==> src/rtl/systolic_pkg.sv <==
// Shared definitions for the systolic array feeder: default sizes, the
// feeder FSM state type and the lane-slice helper used when packing lanes.
package systolic_pkg;

    localparam int DATA_WIDTH_DEF = 16;
    localparam int ROWS_DEF       = 4;

    typedef enum logic [2:0] {
        ST_IDLE   = 3'd0,
        ST_CLEAR  = 3'd1,
        ST_STREAM = 3'd2,
        ST_FLUSH  = 3'd3,
        ST_DONE   = 3'd4
    } feeder_state_t;

    // Least-significant bit of a lane inside a packed ROWS*width vector.
    function automatic int lane_lsb(input int lane, input int width);
        return lane * width;
    endfunction

endpackage

==> src/rtl/systolic_skew_feeder_skew_delay_line.sv <==
// Fixed-depth shift register carrying one operand lane plus its valid bit.
// Stage 0 captures the input; a non-valid input is stored as a zero bubble
// so the output data is always zero whenever the output valid is zero.
module skew_delay_line #(
    parameter int DEPTH      = 1,
    parameter int DATA_WIDTH = 16
) (
    input  logic                  clk,
    input  logic                  rst,
    input  logic [DATA_WIDTH-1:0] in_data,
    input  logic                  in_valid,
    output logic [DATA_WIDTH-1:0] out_data,
    output logic                  out_valid
);

    logic [DATA_WIDTH-1:0] data_r [DEPTH];
    logic [DEPTH-1:0]      valid_r;

    // Advance every stage each cycle; stage 0 loads the operand or a bubble.
    always_ff @(posedge clk or posedge rst) begin
        if (rst) begin
            for (int s = 0; s < DEPTH; s++) begin
                data_r[s] <= {DATA_WIDTH{1'b0}};
            end
            valid_r <= {DEPTH{1'b0}};
        end else begin
            if (in_valid) begin
                data_r[0]  <= in_data;
                valid_r[0] <= 1'b1;
            end else begin
                data_r[0]  <= {DATA_WIDTH{1'b0}};
                valid_r[0] <= 1'b0;
            end
            for (int s = 1; s < DEPTH; s++) begin
                data_r[s]  <= data_r[s-1];
                valid_r[s] <= valid_r[s-1];
            end
        end
    end

    assign out_data  = data_r[DEPTH-1];
    assign out_valid = valid_r[DEPTH-1];

endmodule

==> src/rtl/systolic_skew_feeder.sv <==
// Skewing feeder for one edge of the systolic PE array. Accepts one
// ROWS-wide vector per handshake, delays lane i by i extra cycles and
// sequences the per-tile array strobes (clear, stream, drain, done).
module systolic_skew_feeder
    import systolic_pkg::*;
#(
    parameter int DATA_WIDTH = DATA_WIDTH_DEF,
    parameter int ROWS       = ROWS_DEF,
    parameter int CNT_WIDTH  = 16
) (
    input  logic                       clk,
    input  logic                       rst,
    input  logic                       start,
    input  logic                       s_valid,
    output logic                       s_ready,
    input  logic [ROWS*DATA_WIDTH-1:0] s_data,
    input  logic                       s_last,
    output logic [ROWS*DATA_WIDTH-1:0] row_data,
    output logic [ROWS-1:0]            row_valid,
    output logic                       pe_enable,
    output logic                       acc_enable,
    output logic                       clear_acc,
    output logic                       busy,
    output logic                       done,
    output logic [CNT_WIDTH-1:0]       beat_count
);

    localparam int FCW = $clog2(ROWS) + 1;
    localparam logic [CNT_WIDTH-1:0] CNT_MAX = {CNT_WIDTH{1'b1}};

    feeder_state_t  state_r;
    feeder_state_t  state_next;
    logic [FCW-1:0] flush_cnt_r;
    logic           handshake_s;
    logic           last_beat_s;
    logic           tile_start_s;

    // s_ready is a registered decode of STREAM, so it qualifies the transfer.
    assign handshake_s  = s_valid & s_ready;
    assign last_beat_s  = handshake_s & s_last;
    assign tile_start_s = (state_r == ST_IDLE) & start;

    // Next-state logic for the tile sequencer.
    always_comb begin
        state_next = state_r;
        case (state_r)
            ST_IDLE: begin
                if (start) begin
                    state_next = ST_CLEAR;
                end else begin
                    state_next = ST_IDLE;
                end
            end
            ST_CLEAR: begin
                state_next = ST_STREAM;
            end
            ST_STREAM: begin
                if (last_beat_s) begin
                    state_next = ST_FLUSH;
                end else begin
                    state_next = ST_STREAM;
                end
            end
            ST_FLUSH: begin
                if (flush_cnt_r == {FCW{1'b0}}) begin
                    state_next = ST_DONE;
                end else begin
                    state_next = ST_FLUSH;
                end
            end
            ST_DONE: begin
                state_next = ST_IDLE;
            end
            default: begin
                state_next = ST_IDLE;
            end
        endcase
    end

    // State register plus Moore strobes decoded from the next state so the
    // outputs come straight from flops and line up with the state itself.
    always_ff @(posedge clk or posedge rst) begin
        if (rst) begin
            state_r   <= ST_IDLE;
            s_ready   <= 1'b0;
            clear_acc <= 1'b0;
            pe_enable <= 1'b0;
            busy      <= 1'b0;
            done      <= 1'b0;
        end else begin
            state_r   <= state_next;
            s_ready   <= (state_next == ST_STREAM);
            clear_acc <= (state_next == ST_CLEAR);
            pe_enable <= (state_next == ST_STREAM) || (state_next == ST_FLUSH);
            busy      <= (state_next != ST_IDLE);
            done      <= (state_next == ST_DONE);
        end
    end

    // Drain counter: FLUSH lasts exactly ROWS cycles so the deepest lane
    // has emitted the final operand before DONE.
    always_ff @(posedge clk or posedge rst) begin
        if (rst) begin
            flush_cnt_r <= {FCW{1'b0}};
        end else if ((state_r == ST_STREAM) && last_beat_s) begin
            flush_cnt_r <= FCW'(ROWS - 1);
        end else if ((state_r == ST_FLUSH) && (flush_cnt_r != {FCW{1'b0}})) begin
            flush_cnt_r <= flush_cnt_r - FCW'(1);
        end else begin
            flush_cnt_r <= flush_cnt_r;
        end
    end

    // Saturating count of accepted vectors, cleared when a tile starts.
    always_ff @(posedge clk or posedge rst) begin
        if (rst) begin
            beat_count <= {CNT_WIDTH{1'b0}};
        end else if (tile_start_s) begin
            beat_count <= {CNT_WIDTH{1'b0}};
        end else if (handshake_s && (beat_count != CNT_MAX)) begin
            beat_count <= beat_count + CNT_WIDTH'(1);
        end else begin
            beat_count <= beat_count;
        end
    end

    // One delay line per lane; lane i is i+1 stages deep.
    for (genvar i = 0; i < ROWS; i++) begin : g_lane
        localparam int LSB = lane_lsb(i, DATA_WIDTH);
        skew_delay_line #(
            .DEPTH      (i + 1),
            .DATA_WIDTH (DATA_WIDTH)
        ) u_line (
            .clk       (clk),
            .rst       (rst),
            .in_data   (s_data[LSB +: DATA_WIDTH]),
            .in_valid  (handshake_s),
            .out_data  (row_data[LSB +: DATA_WIDTH]),
            .out_valid (row_valid[i])
        );
    end

    assign acc_enable = |row_valid;

endmodule
==> config.mk <==
export PLATFORM = sky130hd
export DESIGN_NAME = systolic_skew_feeder
export DESIGN_NICKNAME = d
export VERILOG_FILES = /design/src/rtl/systolic_pkg.sv /design/src/rtl/systolic_skew_feeder_skew_delay_line.sv /design/src/rtl/systolic_skew_feeder.sv
export SDC_FILE = /design/constraint.sdc
export NUM_CORES = 1
export LEC_CHECK = 0
export CORE_MARGIN = 3
export CORE_UTILIZATION = 44
export DETAILED_ROUTE_END_ITERATION = 7
export GPL_TIMING_DRIVEN = 0
export PLACE_DENSITY_LB_ADDON = 0.05
export SYNTH_ARGS = -nofsm -noshare
export SYNTH_HDL_FRONTEND = slang
export SYNTH_SLANG_ARGS = --single-unit
==> constraint.sdc <==
create_clock -name clk -period 6.3 [get_ports clk]
set_clock_uncertainty 0.15 [all_clocks]
set_input_delay 0.63 -clock clk [delete_from_list [all_inputs] [get_ports clk]]
set_output_delay 0.63 -clock clk [all_outputs]
set_load 0.005 [all_outputs]
Word-level counts from Yosys, hierarchy flattened
Cells that the tools add are included.

word-level totals
  flip-flop bits (word level) = 197
  bits of input ports = 69
  latch bits = 0
  output and inout bits = 90
  logic and storage cells = 59
  bits in read-only memories = 0
  memories = 0
  memory bits (writable) = 0

cells by class
  add/subtract/negate cells = 2
  bitwise gates (word level) = 3
  div/mod/pow operators = 0
  order comparisons = 0
  multipliers = 0
  equal/unequal tests = 8
  reduce and logical (&&, ||, !) cells = 11
  shift operators = 0
  muxes and demuxes = 13

operators with widths
  kind                                                 number
  2-to-1 mux 16 bit                                    6
  adder 16 x 1 -> 16 bit, second input constant        1
  != test 16 bit, second input constant                1
  equality test 3 x 2 -> 1 bit, second input constant  4
  case mux 3 bit (4 select lines)                      1
  2-to-1 mux 3 bit                                     3
  equality test 3 x 1 -> 1 bit, second input constant  2
  zero test 3 bit                                      2
  nonzero test 3 bit                                   2
  nonzero test 2 bit                                   2
  OR reduction 4 bit                                   1
  bitwise AND 1 bit                                    3
  equality test 3 bit, second input constant           1
  logical AND 1 bit                                    3
  2-to-1 mux 1 bit                                     3
  subtractor 3 x 1 -> 3 bit, second input constant     1
  logical OR 1 bit                                     1

Logic depth before layout (Yosys ltp)
Gate-level depths: netlist of run 1.

  depth after elaboration = 6
  depth in mapped cells = 6

Modules after synthesis
Synthesis of run 1 repeated with hierarchy kept, for this count alone.

second synthesis, totals
  cell total of the unflattened synthesis = 425
  area, all modules = 6515.0 um2

modules (own cells, without submodules)
  module                               sequential area each (um2)  area an instance (um2)  instances  cells each
  skew_delay_line at g_lane[3].u_line  1701.6                      1951.9                  1          102
  skew_delay_line at g_lane[2].u_line  1276.2                      1526.5                  1          85
  systolic_skew_feeder                 675.6                       1380.1                  1          135
  skew_delay_line at g_lane[1].u_line  850.8                       1101.1                  1          68
  skew_delay_line at g_lane[0].u_line  425.4                       555.5                   1          35

Worst setup path before layout of run 1
Ideal clock, no wire load.

  path type = input to register
  from = input s_valid
  to = register beat_count[8]
  arrival time = 1.781 ns
  path buffers = 1
  stages on the path = 5
  setup slack = 4.291 ns
  cell sequence = nand2_1 or3_1 clkbuf_2 or4_1 a21oi_1

on the way
  word-level cells in the longest chain between the ends = 3

ends and longest elaborated chain
  item                          RTL line                     RTL
  start, declared               systolic_skew_feeder.sv:14   input logic s_valid,
  bitwise AND 1 bit             systolic_skew_feeder.sv:39   assign handshake_s = s_valid & s_ready;
  logical AND 1 bit             systolic_skew_feeder.sv:120  end else if (handshake_s && (beat_count != CNT_MAX)) begin
  nonzero test 2 bit (no line)  -
  end signal, assigned          systolic_skew_feeder.sv:119  beat_count <= {CNT_WIDTH{1'b0}};
  end signal, assigned          systolic_skew_feeder.sv:121  beat_count <= beat_count + CNT_WIDTH'(1);
  end signal, assigned          systolic_skew_feeder.sv:123  beat_count <= beat_count;
  end, declared                 systolic_skew_feeder.sv:25   output logic [CNT_WIDTH-1:0] beat_count

Every way passes these cells.
A chain may end at the register's enable or synchronous reset.

==> metrics.cfg, run 1 <==
[setup_path]
critPathBufInv=1
worstPathMaxFanout=3
required_ps=5520
critPathLaunchType=flip-flop
cp.arrival_ps=1800
crit_chain=or4_1, clkdlybuf4s50_1
worstReg2RegStart=beat_count[0]
critical_path_class=reg2out
r2r-end=beat_count[8]
critPathCaptureType=output pin
r2r_cells=6
cpPeakStageDelay_ps=520
critPathTopFamily=simple AND/OR/NAND/NOR gates
rrSetupSlack_ps=4180
slowest_stage=or4_1

[floorplan]
start_util_pct=45.4
die_y_um=126
chipWidth_um=126
ios=159
die_area_mm2=0.0160
coreArea_mm2=0.0140
rows=43

[sta]
worstMarginPinSlew_ps=746
finalSetupViolations=0
hold_viol_final=0
finalCritPeriodShare_pct=40.9
maxSlewViolCount=0
rsz0062_at_grt=false
relSlewSlack_pct=49.9
fmax_mhz=388
period_needed_ps=2580

[global_route]
gr-usage-all-layers_pct=15.7
grt.overflow.total=0
grt_max_degree=119
grt_pass1_vias=3974
grt_pass1_wl_mm=19.5
antenna_found_initial=1

[cells_and_area]
diodes=0
final_nets=692
drive_gt1_share_pct=15.0
synthToLayoutAreaGrowth_pct=38.1
finalNonFillerCells=813
design_area_mm2=0.00880

[detailed_routing]
wl_per_cell_um=14.5
wirelength_mm=11.8
drt_iter0_drc=162
postRouteAntennaNets=0
drtPass1Iterations=6
drc_errors=0
viasPerCell=4.71
num_vias=3832

[clock_network]
holdBufCountCts=0
cts_resized=0
insertion_delay_ps=420
cts_tree=built
clk_pin_slew_ps=70
root_buffer=clkbuf_16
clock_path_buffers=2
cts_htree_levels=4
postCtsSetupBuffers=0
cts.sinks=191
numCtsBuffers=17

[synthesis]
synth_top_area_cell=dfrtp_1
synthCells=442
synth_seq_cells=191
synth_top_family_by_area=simple AND/OR/NAND/NOR gates
synth_compound_area_share_pct=3.06
ys_seq_area_share_pct=75.0
synthMuxAreaShare_pct=0.157
yosysWarnings=0
ys_types=38
syn_nets=514
synthSimpleGateAreaFrac_pct=12.9
synth_fa_ha_area_share_pct=0.589
synth_area_mm2=0.00637
synth_xor_area_share_pct=0.275
netlist.area_leader.share_pct=75.0
ys_top_cells_by_area=dfrtp_1 75%, and3_1 6.4%, buf_4 6.1%
syn_avg_cell_area_um2=14.4

[outcome]
status=finished, final reports clean

[hold_path]
hold_class=reg2reg
min-delay-start=g_lane[3].u_line.data_r[47]
whs_endpoint=g_lane[3].u_line.data_r[31]
hold_path_depth=0

[power]
pwr-share-seq_pct=48.0
leakage_uw=0.00433
peakVddDrop_uv=216
p_int_uw=2360
p_clk_share_pct=33.2
power.net_switching_uw=794
powerDensity_mw_per_mm2=358
pwr-share-comb_pct=18.8
switching_share_pct=25.2

[placement]
placedCellCount=781
place_area_mm2=0.00822
port_buffers=158
place.gp.congestion=0.850
dp_hpwl_mm=8.14

[job]
maxCapViolCount=0

[synth_stat cells]
| cell | number |
|---|---|
| inv_1 | 11 |
| and4b_1 | 1 |
| clkbuf_2 | 3 |
| dfrtp_1 | 191 |
| buf_4 | 52 |
| or4_1 | 6 |
| nand3b_1 | 1 |
| or2_2 | 1 |
| nand2b_1 | 1 |
| xnor2_1 | 2 |
| nand3_4 | 1 |
| a211oi_1 | 2 |
| and3_1 | 65 |
| nand3_1 | 4 |
| clkbuf_1 | 17 |
| nand4_1 | 8 |
| or3_1 | 6 |
| and4_1 | 1 |
| nor4_2 | 1 |
| o21ai_0 | 6 |
| nor3_1 | 7 |
| nand3b_2 | 1 |
| nand2_1 | 13 |
| nor2_1 | 5 |
| o211a_1 | 2 |
| or4_4 | 1 |
| ha_1 | 3 |
| or3b_2 | 1 |
| o211ai_1 | 3 |
| a41o_1 | 1 |
| a31oi_1 | 2 |
| nor4_1 | 3 |
| nand4_4 | 1 |
| mux2i_1 | 1 |
| nor4bb_1 | 1 |
| a21oi_1 | 11 |
| nor2b_1 | 2 |
| o31ai_1 | 4 |
[state kept, by name (all words and copies together) (netlist names)]
signal / cells
done: 1
pe_enable: 1
s_ready: 1
state_r: 3
g_lane.u_line.data_r: 96
g_lane.u_line.valid_r: 4
beat_count: 16
busy: 1
flush_cnt_r: 3
clear_acc: 1
g_lane.u_line.out_data: 64
[cells in the final DEF (no fill, tap or decap), drive strengths merged, types with 2 or more instances in the layout]
master and count:
a211oi 2, a21oi 11, a31oi 2, and3 65
buf 53, clkbuf 39, clkdlybuf4s50 158, clkinv 2
dfrtp 191, ha 3, inv 20, nand2 13
nand3 5, nand3b 2, nand4 9, nor2 5
nor2b 2, nor3 7, nor4 4, o211a 2
o211ai 3, o21ai 6, o31ai 4, or3 6
or4 7, xnor2 2
[metrics by stage]
step / utilization (%) / setup slack, ps / setup TNS, ps / hold WS (ps) / power [µW]
floorplan: - / 321 / 0 / 181 / 1810
global placement: 58.3 / -1860 / -353590 / 181 / 2120
detailed placement: 58.5 / 3540 / 0 / 185 / 2140
CTS: 62.7 / 3690 / 0 / 196 / 3210
global route: 62.7 / 3630 / 0 / 196 / 3330
finish: 62.7 / 3720 / 0 / 196 / 3150
[per-layer routing]
layer / global-route usage [%] / up-vias / share of wire (%)
li1: - / 1809 / -
met1: 18.6 / 1892 / 41
met2: 25.7 / 112 / 50
met3: 6.27 / 17 / 7.1
met4: 6.62 / 2 / 1.4
met5: 0 / - / 0.076
[worst register-to-register path, stage by stage, from the launching register on]
cell      delay [ps]
dfrtp_1          420
ha_1             260
nand3_4          120
or3_1            370
clkbuf_2         160
or4_1            400
a21oi_1          170
[power groups by stage]
stage                     clock network (µW)  logic [µW]  registers [µW]
after CTS                               1080         607            1520
after detailed placement                   0         602            1540
after global routing                    1140         655            1540
after global placement                     0         588            1530
after floorplan                            0         288            1520
final                                   1050         594            1510
[area by class of cell]
cell class	count	area, µm²
timing repair buffer	159	1610
fill	1093	5240
clock buffer	19	443
inverter	11	48.8
multi-input combinational	168	1080
clock inverter	13	141
buffer	72	469
tap	180	225
sequential	191	4780
[kinds of logic (layout without fill, tap and decap cells)]
| family | after synthesis | count (layout) |
|---|---|---|
| flip-flops | 191 | 191 |
| buffers and inverters | 83 | 274 |
| AO/OA/AOI/OAI | 31 | 31 |
| XOR/XNOR | 2 | 2 |
| AND/OR/NAND/NOR | 131 | 131 |
| multiplexers | 1 | 1 |
| adder cells (fa/ha/maj) | 3 | 3 |
[worst max path at each step]
| stage | start | to | cells past startpoint |
|---|---|---|---|
| floorplan | rst | beat_count[0] | 1 |
| global placement | rst | beat_count[2] | 2 |
| detailed placement | s_valid | beat_count[8] | 6 |
| CTS | g_lane[3].u_line.valid_r[1] | acc_enable | 2 |
| global route | g_lane[3].u_line.valid_r[1] | acc_enable | 2 |
| finish | g_lane[3].u_line.valid_r[1] | acc_enable | 2 |
(Power assumes the default switching activity.)
==> run 2, diff against run 1 <==
Clock period 6.3 ns to 2.2 ns, I/O delays scaled along.
==> run 2 against run 1 <==
Combinational power rose to 2.9 times the previous value. Die area did not move. Via count fell by 0.39%.
==> metrics.cfg, run 2 (synthesized netlist as in run 1, its figures left out) <==
[floorplan]
rows=43  ; unchanged
coreArea_mm2=0.0140  ; unchanged
die_y_um=126  ; unchanged
die_area_mm2=0.0160  ; unchanged
ios=159  ; unchanged
chipWidth_um=126  ; unchanged
start_util_pct=45.4  ; unchanged

[power]
p_total_uw=8900  ; was 3150 µW
leakage_uw=0.00432  ; was 0.00433 µW
peakVddDrop_uv=527  ; was 216 µV
powerDensity_mw_per_mm2=1010  ; was 358 mW/mm²

[placement]
port_buffers=158  ; unchanged
pre_cts_ws_ps=-139  ; was 3540 ps
dp_hpwl_mm=8.44  ; was 8.14 mm
place.gp.congestion=0.833  ; was 0.850
place_area_mm2=0.00827  ; was 0.00822 mm²

[sta]
period_needed_ps=2090
rsz0062_at_grt=true  ; was false
worstMarginPinSlew_ps=732  ; was 746 ps
relSlewSlack_pct=50.8  ; was 49.9%
setup_ws_ps=112  ; was 3720 ps
finalSetupViolations=0  ; unchanged
hold_viol_final=0  ; unchanged
hold-worst-slack_ps=52.2  ; was 196 ps
fmax_mhz=479
finalCritPeriodShare_pct=94.9
maxSlewViolCount=0  ; unchanged

[hold_path]
hold_class=in2async  ; was reg2reg

[global_route]
grt_pass1_vias=3938  ; was 3,974
grt_pass1_wl_mm=19.7  ; was 19.5 mm
gr-usage-all-layers_pct=15.9  ; was 15.7%
grt_use_met3_pct=6.74  ; was 6.27%
globalRouteMet1Util_pct=19.5  ; was 18.6%
top_usage_layer=met2  ; unchanged
antenna_found_initial=0  ; was 1
grt.overflow.total=0  ; unchanged
grt_use_met2_pct=25.7  ; about the same
grt_max_degree=45  ; was 119

[setup_path]
critPathCaptureType=flip-flop  ; was output pin
critical_path_class=reg2reg  ; was reg2out
critPathLaunchType=flip-flop  ; unchanged
worstPathMaxFanout=8  ; was 3
cpPeakStageDelay_ps=430  ; was 520 ps
slowest_stage=dfrtp_1  ; was or4_1
rrSetupSlack_ps=110  ; was 4180 ps
crit_chain=ha_2, nand3_4, or3_1, clkbuf_2, or4_1, a21oi_1  ; was or4_1, clkdlybuf4s50_1
required_ps=2390  ; was 5520 ps
cp.arrival_ps=2280  ; was 1800 ps

[cells_and_area]
final_cell_mix=191 x dfrtp_1, 157 x clkdlybuf4s50_1, 65 x and3_1, 52 x buf_4, 19 x clkbuf_1  ; was 191 x dfrtp_1, 158 x clkdlybuf4s50_1, 65 x and3_1, 52 x buf_4, 18 x clkbuf_1
fill_cells=1071  ; was 1,093
final_nets=695  ; was 692
design_area_mm2=0.00882  ; was 0.00880 mm²
diodes=0  ; unchanged
utilization_pct=62.8  ; was 62.7%
multi_input_area_mm2=0.00109  ; was 0.00108 mm²
largest_reg_flops=96  ; unchanged
ff_latch_area_mm2=0.00478  ; unchanged
top_register=g_lane.u_line.data_r  ; unchanged
synthToLayoutAreaGrowth_pct=38.3  ; was 38.1%
final_common_cell=dfrtp_1  ; unchanged
drive_gt1_share_pct=15.1  ; was 15.0%

[detailed_routing]
drc_errors=0  ; unchanged
postRouteAntennaNets=0  ; unchanged
wirelength_mm=11.9  ; was 11.8 mm
drt_iter0_drc=152  ; was 162
viasPerCell=4.69  ; was 4.71
num_vias=3817  ; was 3,832
wl_per_cell_um=14.6  ; was 14.5 µm
drtPass1Iterations=4  ; was 6

[clock_network]
numCtsBuffers=17  ; unchanged
cts_htree_levels=4  ; unchanged
cts_tree=built  ; unchanged
root_buffer=clkbuf_16  ; unchanged
clk_pin_slew_ps=70  ; about the same
insertion_delay_ps=420  ; about the same
cts.sinks=191  ; unchanged
clock_path_buffers=2  ; unchanged
postCtsSetupBuffers=0  ; unchanged

[job]
maxCapViolCount=0  ; unchanged

[outcome]
status=finished, final reports clean  ; unchanged

[run 2: stage by stage]
step | cells | TNS [ps]
global route | 814 | -17.3
CTS | 814 | 0
floorplan | 442 | -120800
global placement | 780 | -368130
finish | 814 | 0
detailed placement | 784 | -284
[run 2: routing by layer]
layer	share of wire [%]	vias to the layer above
li1	-	1813
met1	40	1866
met2	50	126
met3	8.2	12
met4	1.1	0
met5	0	-
[run 2: timing repair]
action	4_1_cts	5_1_grt
gates resized for setup	1	1
setup endpoints to repair	1	6
hold buffers	0	0
[run 2: final cells by class]
type | count | share of cell area (%)
Buffer | 72 | 5.32
Clock buffer | 21 | 5.22
Clock inverter | 9 | 1.01
Inverter | 11 | 0.511
Multi-Input combinational cell | 168 | 12.3
Sequential cell | 191 | 54.2
Tap cell | 180 | 2.55
Timing Repair Buffer | 162 | 18.8
[run 2: report_power, final]
group | switching (µW) | internal, µW
Clock | 1240 | 1610
Combinational | 683 | 1030
Sequential | 243 | 4100
[run 2: worst paths after layout]
| kind | start | to | cells after the start |
|---|---|---|---|
| max in group asynchronous | rst | g_lane[1].u_line.data_r[21] | 4 |
| worst max register to register | beat_count[0] | beat_count[8] | 6 |
| worst min register to register | g_lane[1].u_line.data_r[22] | g_lane[1].u_line.out_data[6] | 0 |
| worst min-delay path | rst | g_lane[2].u_line.data_r[16] | 2 |
| worst max-delay path | beat_count[0] | beat_count[8] | 6 |
| min in group clk | g_lane[1].u_line.data_r[22] | g_lane[1].u_line.out_data[6] | 0 |
[run 2: worst max-delay path: cells and delay by family (launching register included)]
family / cells / cell delay [ps]
AO/OA/AOI/OAI: 1 / 150
flip-flops: 1 / 430
buffers and inverters: 1 / 160
AND/OR/NAND/NOR: 3 / 860
adder cells (fa/ha/maj): 1 / 250
